`config.mk`:
```
export PLATFORM = sky130hd
export DESIGN_NAME = vga_draw_engine_flat
export DESIGN_NICKNAME = d
export VERILOG_FILES = /design/src/rtl/vga_draw_engine_if.sv /design/src/rtl/vga_draw_engine.sv /design/src/flat_wrapper.sv
export SDC_FILE = /design/constraint.sdc
export NUM_CORES = 1
export LEC_CHECK = 0
export CORE_MARGIN = 1.5
export CORE_UTILIZATION = 35
export CTS_CLUSTER_SIZE = 10
export DETAILED_ROUTE_END_ITERATION = 12
export PLACE_DENSITY_LB_ADDON = 0.2
export SETUP_SLACK_MARGIN = 0.3
export SLEW_MARGIN = 20
export SYNTH_ARGS = -nofsm -noshare
export SYNTH_HDL_FRONTEND = slang
export SYNTH_SLANG_ARGS = --single-unit
export TNS_END_PERCENT = 30
```
`constraint.sdc`:
```
create_clock -name clk_i -period 10.35 [get_ports clk_i]
set_input_delay 3.105 -clock clk_i [delete_from_list [all_inputs] [get_ports clk_i]]
set_output_delay 3.105 -clock clk_i [all_outputs]
set_load 0.05 [all_outputs]
```
`src/rtl/vga_draw_engine_if.sv`:
```
// Command and shared-bus signal bundle for the VGA draw engine.
// The master side is the engine; the slave side is the CPU/bus arbiter environment.
interface vga_draw_engine_if;
  logic       cmd_valid;
  logic       cmd_ready;
  logic [1:0] cmd_op;
  logic [7:0] cmd_x0;
  logic [7:0] cmd_x1;
  logic [6:0] cmd_y0;
  logic [6:0] cmd_y1;
  logic       cmd_pix;
  logic       bus_req;
  logic       bus_gnt;
  logic [7:0] bus_addr;
  logic [7:0] bus_data_out;
  logic       bus_data_oe;
  logic       bus_we;

  modport master (
    input  cmd_valid, cmd_op, cmd_x0, cmd_x1, cmd_y0, cmd_y1, cmd_pix, bus_gnt,
    output cmd_ready, bus_req, bus_addr, bus_data_out, bus_data_oe, bus_we
  );

  modport slave (
    output cmd_valid, cmd_op, cmd_x0, cmd_x1, cmd_y0, cmd_y1, cmd_pix, bus_gnt,
    input  cmd_ready, bus_req, bus_addr, bus_data_out, bus_data_oe, bus_we
  );
endinterface

```
`src/rtl/vga_draw_engine.sv`:
```
// Pixel/rectangle draw engine: queues draw commands and replays each pixel as
// X/Y/pixel writes to the VGA controller window, skipping Y when it is unchanged.
module vga_draw_engine #(
  parameter int unsigned FifoDepth = 4,
  parameter int unsigned XMax      = 159,
  parameter int unsigned YMax      = 119
) (
  input  logic              clk_i,
  input  logic              rst_i,
  vga_draw_engine_if.master bus_io,
  output logic              busy_o,
  output logic              done_o
);
  localparam int unsigned     PtrW    = (FifoDepth > 1) ? $clog2(FifoDepth) : 1;
  localparam logic [PtrW-1:0] PtrOne  = PtrW'(1);
  localparam logic [PtrW:0]   CntOne  = (PtrW + 1)'(1);
  localparam logic [PtrW:0]   CntFull = (PtrW + 1)'(FifoDepth);
  localparam logic [7:0]      XMaxC   = 8'(XMax);
  localparam logic [6:0]      YMaxC   = 7'(YMax);
  localparam logic [7:0]      AddrX   = 8'hB0;
  localparam logic [7:0]      AddrY   = 8'hB1;
  localparam logic [7:0]      AddrP   = 8'hB2;

  typedef struct packed {
    logic [1:0] op;
    logic [7:0] x0;
    logic [7:0] x1;
    logic [6:0] y0;
    logic [6:0] y1;
    logic       pix;
  } cmd_t;

  typedef enum logic [2:0] {StIdle, StLoad, StWrX, StWrY, StWrP, StStep} state_e;

  cmd_t            fifo_mem_q [FifoDepth];
  logic [PtrW-1:0] wr_ptr_q, rd_ptr_q;
  logic [PtrW:0]   count_q;
  logic            push, pop, full, empty;
  cmd_t            cmd_in;

  state_e     state_q, state_d;
  cmd_t       cmd_q, cmd_d;
  logic [7:0] xl_q, xl_d, xh_q, xh_d, cx_q, cx_d;
  logic [6:0] yl_q, yl_d, yh_q, yh_d, cy_q, cy_d, ly_q, ly_d;
  logic       yv_q, yv_d, done_q, done_d;
  logic       req;
  logic [7:0] addr_sel, data_sel;
  logic [7:0] x0c, x1c;
  logic [6:0] y0c, y1c;

  assign cmd_in = {bus_io.cmd_op, bus_io.cmd_x0, bus_io.cmd_x1,
                   bus_io.cmd_y0, bus_io.cmd_y1, bus_io.cmd_pix};
  assign full   = (count_q == CntFull);
  assign empty  = (count_q == '0);
  assign push   = bus_io.cmd_valid && !full;
  assign pop    = (state_q == StIdle) && !empty;

  always_ff @(posedge clk_i) begin
    if (push) fifo_mem_q[wr_ptr_q] <= cmd_in;
  end

  always_ff @(posedge clk_i or posedge rst_i) begin
    if (rst_i) begin
      wr_ptr_q <= '0;
      rd_ptr_q <= '0;
      count_q  <= '0;
    end else begin
      if (push) wr_ptr_q <= wr_ptr_q + PtrOne;
      if (pop)  rd_ptr_q <= rd_ptr_q + PtrOne;
      if (push && !pop)      count_q <= count_q + CntOne;
      else if (pop && !push) count_q <= count_q - CntOne;
    end
  end

  assign x0c = (cmd_q.x0 > XMaxC) ? XMaxC : cmd_q.x0;
  assign x1c = (cmd_q.x1 > XMaxC) ? XMaxC : cmd_q.x1;
  assign y0c = (cmd_q.y0 > YMaxC) ? YMaxC : cmd_q.y0;
  assign y1c = (cmd_q.y1 > YMaxC) ? YMaxC : cmd_q.y1;

  always_comb begin
    state_d  = state_q;
    cmd_d    = cmd_q;
    xl_d     = xl_q;
    xh_d     = xh_q;
    cx_d     = cx_q;
    yl_d     = yl_q;
    yh_d     = yh_q;
    cy_d     = cy_q;
    ly_d     = ly_q;
    yv_d     = yv_q;
    done_d   = 1'b0;
    req      = 1'b0;
    addr_sel = '0;
    data_sel = '0;
    unique case (state_q)
      StIdle: begin
        if (!empty) begin
          cmd_d = fifo_mem_q[rd_ptr_q];
          // Reserved op is consumed here and never reaches the bus.
          state_d = (fifo_mem_q[rd_ptr_q].op == 2'd3) ? StIdle : StLoad;
        end
      end
      StLoad: begin
        case (cmd_q.op)
          2'd0: begin
            xl_d = x0c;
            xh_d = x0c;
            yl_d = y0c;
            yh_d = y0c;
          end
          2'd1: begin
            xl_d = (x0c < x1c) ? x0c : x1c;
            xh_d = (x0c < x1c) ? x1c : x0c;
            yl_d = (y0c < y1c) ? y0c : y1c;
            yh_d = (y0c < y1c) ? y1c : y0c;
          end
          default: begin
            xl_d = '0;
            xh_d = XMaxC;
            yl_d = '0;
            yh_d = YMaxC;
          end
        endcase
        cx_d    = xl_d;
        cy_d    = yl_d;
        state_d = StWrX;
      end
      StWrX: begin
        req      = 1'b1;
        addr_sel = AddrX;
        data_sel = cx_q;
        if (bus_io.bus_gnt) state_d = (!yv_q || cy_q != ly_q) ? StWrY : StWrP;
      end
      StWrY: begin
        req      = 1'b1;
        addr_sel = AddrY;
        data_sel = {1'b0, cy_q};
        if (bus_io.bus_gnt) begin
          ly_d    = cy_q;
          yv_d    = 1'b1;
          state_d = StWrP;
        end
      end
      StWrP: begin
        req      = 1'b1;
        addr_sel = AddrP;
        data_sel = {7'b0, cmd_q.pix};
        if (bus_io.bus_gnt) state_d = StStep;
      end
      StStep: begin
        if (cx_q < xh_q) begin
          cx_d    = cx_q + 8'd1;
          state_d = StWrX;
        end else if (cy_q < yh_q) begin
          cx_d    = xl_q;
          cy_d    = cy_q + 7'd1;
          state_d = StWrX;
        end else begin
          done_d  = 1'b1;
          state_d = StIdle;
        end
      end
      default: state_d = StIdle;
    endcase
  end

  always_ff @(posedge clk_i or posedge rst_i) begin
    if (rst_i) begin
      state_q <= StIdle;
      cmd_q   <= '0;
      xl_q    <= '0;
      xh_q    <= '0;
      cx_q    <= '0;
      yl_q    <= '0;
      yh_q    <= '0;
      cy_q    <= '0;
      ly_q    <= '0;
      yv_q    <= 1'b0;
      done_q  <= 1'b0;
    end else begin
      state_q <= state_d;
      cmd_q   <= cmd_d;
      xl_q    <= xl_d;
      xh_q    <= xh_d;
      cx_q    <= cx_d;
      yl_q    <= yl_d;
      yh_q    <= yh_d;
      cy_q    <= cy_d;
      ly_q    <= ly_d;
      yv_q    <= yv_d;
      done_q  <= done_d;
    end
  end

  assign bus_io.cmd_ready    = !full;
  assign bus_io.bus_req      = req;
  assign bus_io.bus_we       = req && bus_io.bus_gnt;
  assign bus_io.bus_data_oe  = bus_io.bus_we;
  assign bus_io.bus_addr     = bus_io.bus_we ? addr_sel : 8'h00;
  assign bus_io.bus_data_out = bus_io.bus_we ? data_sel : 8'h00;
  assign busy_o              = !empty || (state_q != StIdle);
  assign done_o              = done_q;
endmodule
```
`src/flat_wrapper.sv`:
```
// flat-port wrapper written by rule: the top's interface ports become plain ports
module vga_draw_engine_flat 
#(
  parameter int unsigned FifoDepth = 4,
  parameter int unsigned XMax      = 159,
  parameter int unsigned YMax      = 119
)
  (clk_i, rst_i, busy_o, done_o, bus_io_cmd_valid, bus_io_cmd_op, bus_io_cmd_x0, bus_io_cmd_x1, bus_io_cmd_y0, bus_io_cmd_y1, bus_io_cmd_pix, bus_io_bus_gnt, bus_io_cmd_ready, bus_io_bus_req, bus_io_bus_addr, bus_io_bus_data_out, bus_io_bus_data_oe, bus_io_bus_we);
  vga_draw_engine_if bus_io_i ();
  input  logic clk_i;
  input  logic rst_i;
  output logic busy_o;
  output logic done_o;
  input wire logic [$bits(bus_io_i.cmd_valid)-1:0] bus_io_cmd_valid;
  input wire logic [$bits(bus_io_i.cmd_op)-1:0] bus_io_cmd_op;
  input wire logic [$bits(bus_io_i.cmd_x0)-1:0] bus_io_cmd_x0;
  input wire logic [$bits(bus_io_i.cmd_x1)-1:0] bus_io_cmd_x1;
  input wire logic [$bits(bus_io_i.cmd_y0)-1:0] bus_io_cmd_y0;
  input wire logic [$bits(bus_io_i.cmd_y1)-1:0] bus_io_cmd_y1;
  input wire logic [$bits(bus_io_i.cmd_pix)-1:0] bus_io_cmd_pix;
  input wire logic [$bits(bus_io_i.bus_gnt)-1:0] bus_io_bus_gnt;
  output wire logic [$bits(bus_io_i.cmd_ready)-1:0] bus_io_cmd_ready;
  output wire logic [$bits(bus_io_i.bus_req)-1:0] bus_io_bus_req;
  output wire logic [$bits(bus_io_i.bus_addr)-1:0] bus_io_bus_addr;
  output wire logic [$bits(bus_io_i.bus_data_out)-1:0] bus_io_bus_data_out;
  output wire logic [$bits(bus_io_i.bus_data_oe)-1:0] bus_io_bus_data_oe;
  output wire logic [$bits(bus_io_i.bus_we)-1:0] bus_io_bus_we;
  assign bus_io_i.cmd_valid = bus_io_cmd_valid;
  assign bus_io_i.cmd_op = bus_io_cmd_op;
  assign bus_io_i.cmd_x0 = bus_io_cmd_x0;
  assign bus_io_i.cmd_x1 = bus_io_cmd_x1;
  assign bus_io_i.cmd_y0 = bus_io_cmd_y0;
  assign bus_io_i.cmd_y1 = bus_io_cmd_y1;
  assign bus_io_i.cmd_pix = bus_io_cmd_pix;
  assign bus_io_i.bus_gnt = bus_io_bus_gnt;
  assign bus_io_cmd_ready = bus_io_i.cmd_ready;
  assign bus_io_bus_req = bus_io_i.bus_req;
  assign bus_io_bus_addr = bus_io_i.bus_addr;
  assign bus_io_bus_data_out = bus_io_i.bus_data_out;
  assign bus_io_bus_data_oe = bus_io_i.bus_data_oe;
  assign bus_io_bus_we = bus_io_i.bus_we;
  vga_draw_engine #(.FifoDepth(FifoDepth), .XMax(XMax), .YMax(YMax)) u_core (.clk_i(clk_i), .rst_i(rst_i), .bus_io(bus_io_i), .busy_o(busy_o), .done_o(done_o));
endmodule
```
==> impl_metrics.tcl <==
set metrics [dict create \
    outcome "completed" \
    final_common_cell "edfxtp_1" \
    n_antenna_cell 0 \
    synthesis.area_sq_um 10200 \
    wirelength_um 21800 \
    finalMaxSlewViolations 0 \
    irDropWorstVdd_mv 0.134 \
    grt_util_all_layers_pct 14.8 \
    ys.flop_type "edfxtp_1" \
    die_area_sq_um 30300 \
    insertion_delay_ns 0.55 \
    die_x_um 174 \
    crit_family "buffers and inverters" \
    clk_pin_slew_ns 0.05 \
    maxCapViolations 0 \
    synth_async_sr_flop_share_pct 40.5 \
    end_kind "primary output" \
    total_power_mw 4.10 \
    avgRoutedWirePerCell_um 18.1 \
    antenna_left 0 \
    fin_crit_sh_pct 81.8 \
    grt_pass1_vias 6310 \
    placed_cells 1155 \
    max_slew_margin_pct 34.0 \
    dr.pass1.iters 5 \
    synth_edf_count 132 \
    cts_tree "yes" \
    antenna_found_initial 0 \
    core_sq_um 28800 \
    clock_sinks 222 \
    final_cell_mix "edfxtp_1, dfrtp_1, clkdlybuf4s50_1" \
    avgSynthCellArea_sq_um 13.7 \
    vias 6109 \
    crit_type "primary input to primary output" \
    start_kind "primary input" \
    syn_inst 748 \
    fill_cells 2660 \
    nNetsFinal 871 \
    grt_max_degree 63 \
    drive_gt1_share_pct 15.8 \
    critical_path.max_stage_delay_ns 0.82 \
    grt-ovfl-total 0 \
    area_delta_synth_final_pct 17.2 \
    ys_warn_count 0 \
    drc 0 \
    regArea_sq_um 6220 \
    seq_area_frac_synth_pct 60.6 \
    multi_input_area_sq_um 3690 \
    slowest_stage "clkdlybuf4s50_1" \
    cts-root-buf "clkbuf_16" \
    h-tree-depth 1 \
    port-buffer-count 55 \
    fmax_mhz 118 \
    final_util_pct 41.8 \
    via_per_inst 5.07 \
    cts-buffers-inserted 27 \
    crit_arrival_ns 5.36 \
    power.density_nw_per_um2 341 \
    rsz0062_at_grt "false" \
    globalplace.congestion 0.776 \
    ys_types 64 \
    hp-class "flip-flop to flip-flop" \
    hold_violations 0 \
    fin_crit_ns 8.47 \
    cts_max_path_buffers 3 \
    cts.hold.buffers_added 0 \
    cts_resized 0 \
    setup_violations 0 \
    rows 62 \
    tns_ns 0 \
    start_util_pct 35.6 \
    path_cells "clkdlybuf4s50_1, nand3_1, inv_1, nand2_1, inv_1, clkdlybuf4s50_1" \
    dp_hpwl_um 14200 \
    synth-seq-cells 222 \
    crit_buf_inv 4 \
    stdcell_count 1205 \
    grt_pass1_wl_um 35800 \
    worstMarginPinSlew_ns 0.986 \
    drt_iter0_drc 305 \
    io_pins 59 \
    cp_max_fo 12 \
    cts_setup_buffers 0 \
    skew_ns 0.0130 \
    cp.required_ns 7.25 \
    dieHeight_um 174 \
    leakagePower_nw 4.56 \
]
-- cell usage after synthesis, types with 9 or more instances --
library cell	n	share of area [%]
edfxtp_1	132	39
dfrtp_1	90	22
nor2_1	46	1.7
nand2_1	41	1.5
inv_1	40	1.5
mux2_2	40	4.4
a21oi_1	36	1.8
ha_1	33	4.0
mux4_2	33	7.3
o21ai_0	30	1.5
clkbuf_1	24	0.88
mux2i_1	18	1.8
nand3_1	12	0.59
xnor2_1	11	0.94
and3_1	10	0.61
a221oi_1	9	0.77
nand2b_1	9	0.55
o31ai_1	9	0.66
-- worst paths after layout --
path | start | end | slack [ns] | cells past startpoint
max | bus_io_bus_gnt | bus_io_bus_addr[0] | 1.88 | 6
min in group asynchronous | rst_i | u_core.count_q[0] | 2.91 | 2
min | u_core.yv_q | u_core.yv_q | 0.47 | 1
max reg2reg | u_core.cmd_q[28] | u_core.cx_q[7] | 6.76 | 10
max in group asynchronous | rst_i | u_core.rd_ptr_q[0] | 6.26 | 3
min reg2reg | u_core.yv_q | u_core.yv_q | 0.47 | 1
-- cells by family after synthesis --
family | count (synthesis) | synth area share, %
AND/OR/NAND/NOR | 155 | 7.21
other | 1 | 0.0366
flip-flops | 222 | 60.6
adder cells (fa/ha/maj) | 34 | 4.22
multiplexers | 92 | 13.5
buffers and inverters | 84 | 3.45
AO/OA/AOI/OAI | 141 | 9.25
XOR/XNOR | 19 | 1.62
-- state kept, by name (all words and copies together) (netlist names) --
register,count
u_core.cmd_q,33
u_core.count_q,3
u_core.cx_q,8
u_core.cy_q,7
u_core.done_o,1
u_core.fifo_mem_q,132
u_core.ly_q,7
u_core.rd_ptr_q,2
u_core.state_q,3
u_core.wr_ptr_q,2
u_core.xh_q,8
u_core.xl_q,8
u_core.yh_q,7
u_core.yv_q,1
-- stage by stage --
stage | hold slack (ns) | worst slack (ns) | instance area (sq um)
detailed placement | 0.460 | 1.88 | 11200
global placement | 0.462 | 1.90 | 11200
CTS | 0.477 | 1.86 | 12000
floorplan | 0.434 | 3.27 | 10300
finish | 0.470 | 1.88 | 12000
global route | 0.524 | 1.69 | 12000
-- worst register-to-register path, stage by stage, from the launching register on --
cell and delay [ns]:
dfrtp_1 0.40, o21ai_0 0.39, nand2b_1 0.20, ha_1 0.34, a2111oi_0 0.40, o31a_1 0.20, o21ai_0 0.14, a41oi_1 0.61
mux2i_1 0.40, o21ai_0 0.17, o22a_1 0.22
-- report_power, final --
| part | leakage, nW | internal [mW] | switching, mW |
|---|---|---|---|
| sequential | 2.27 | 1.23 | 0.224 |
| combinational | 1.87 | 0.749 | 0.993 |
| clock | 0.411 | 0.548 | 0.359 |
-- layer usage --
metal	track usage, %	wire length [um]	vias to the layer above	share of wire [%]
met4	3.48	411	0	1.9
li1	-	-	2932	-
met2	22.6	9670	106	44
met1	22.2	10900	3034	50
met5	0	0	-	0
met3	2.38	826	37	3.8
-- layout make-up --
class / count / area share (%)
multi-input cells: 444 / 30.7
clock buffers: 48 / 6.69
repair buffers: 65 / 5.21
clock inverters: 2 / 0.416
inverters: 40 / 1.27
well taps: 384 / 4.00
flip-flops and latches: 222 / 51.7
(Power assumes the default switching activity.)
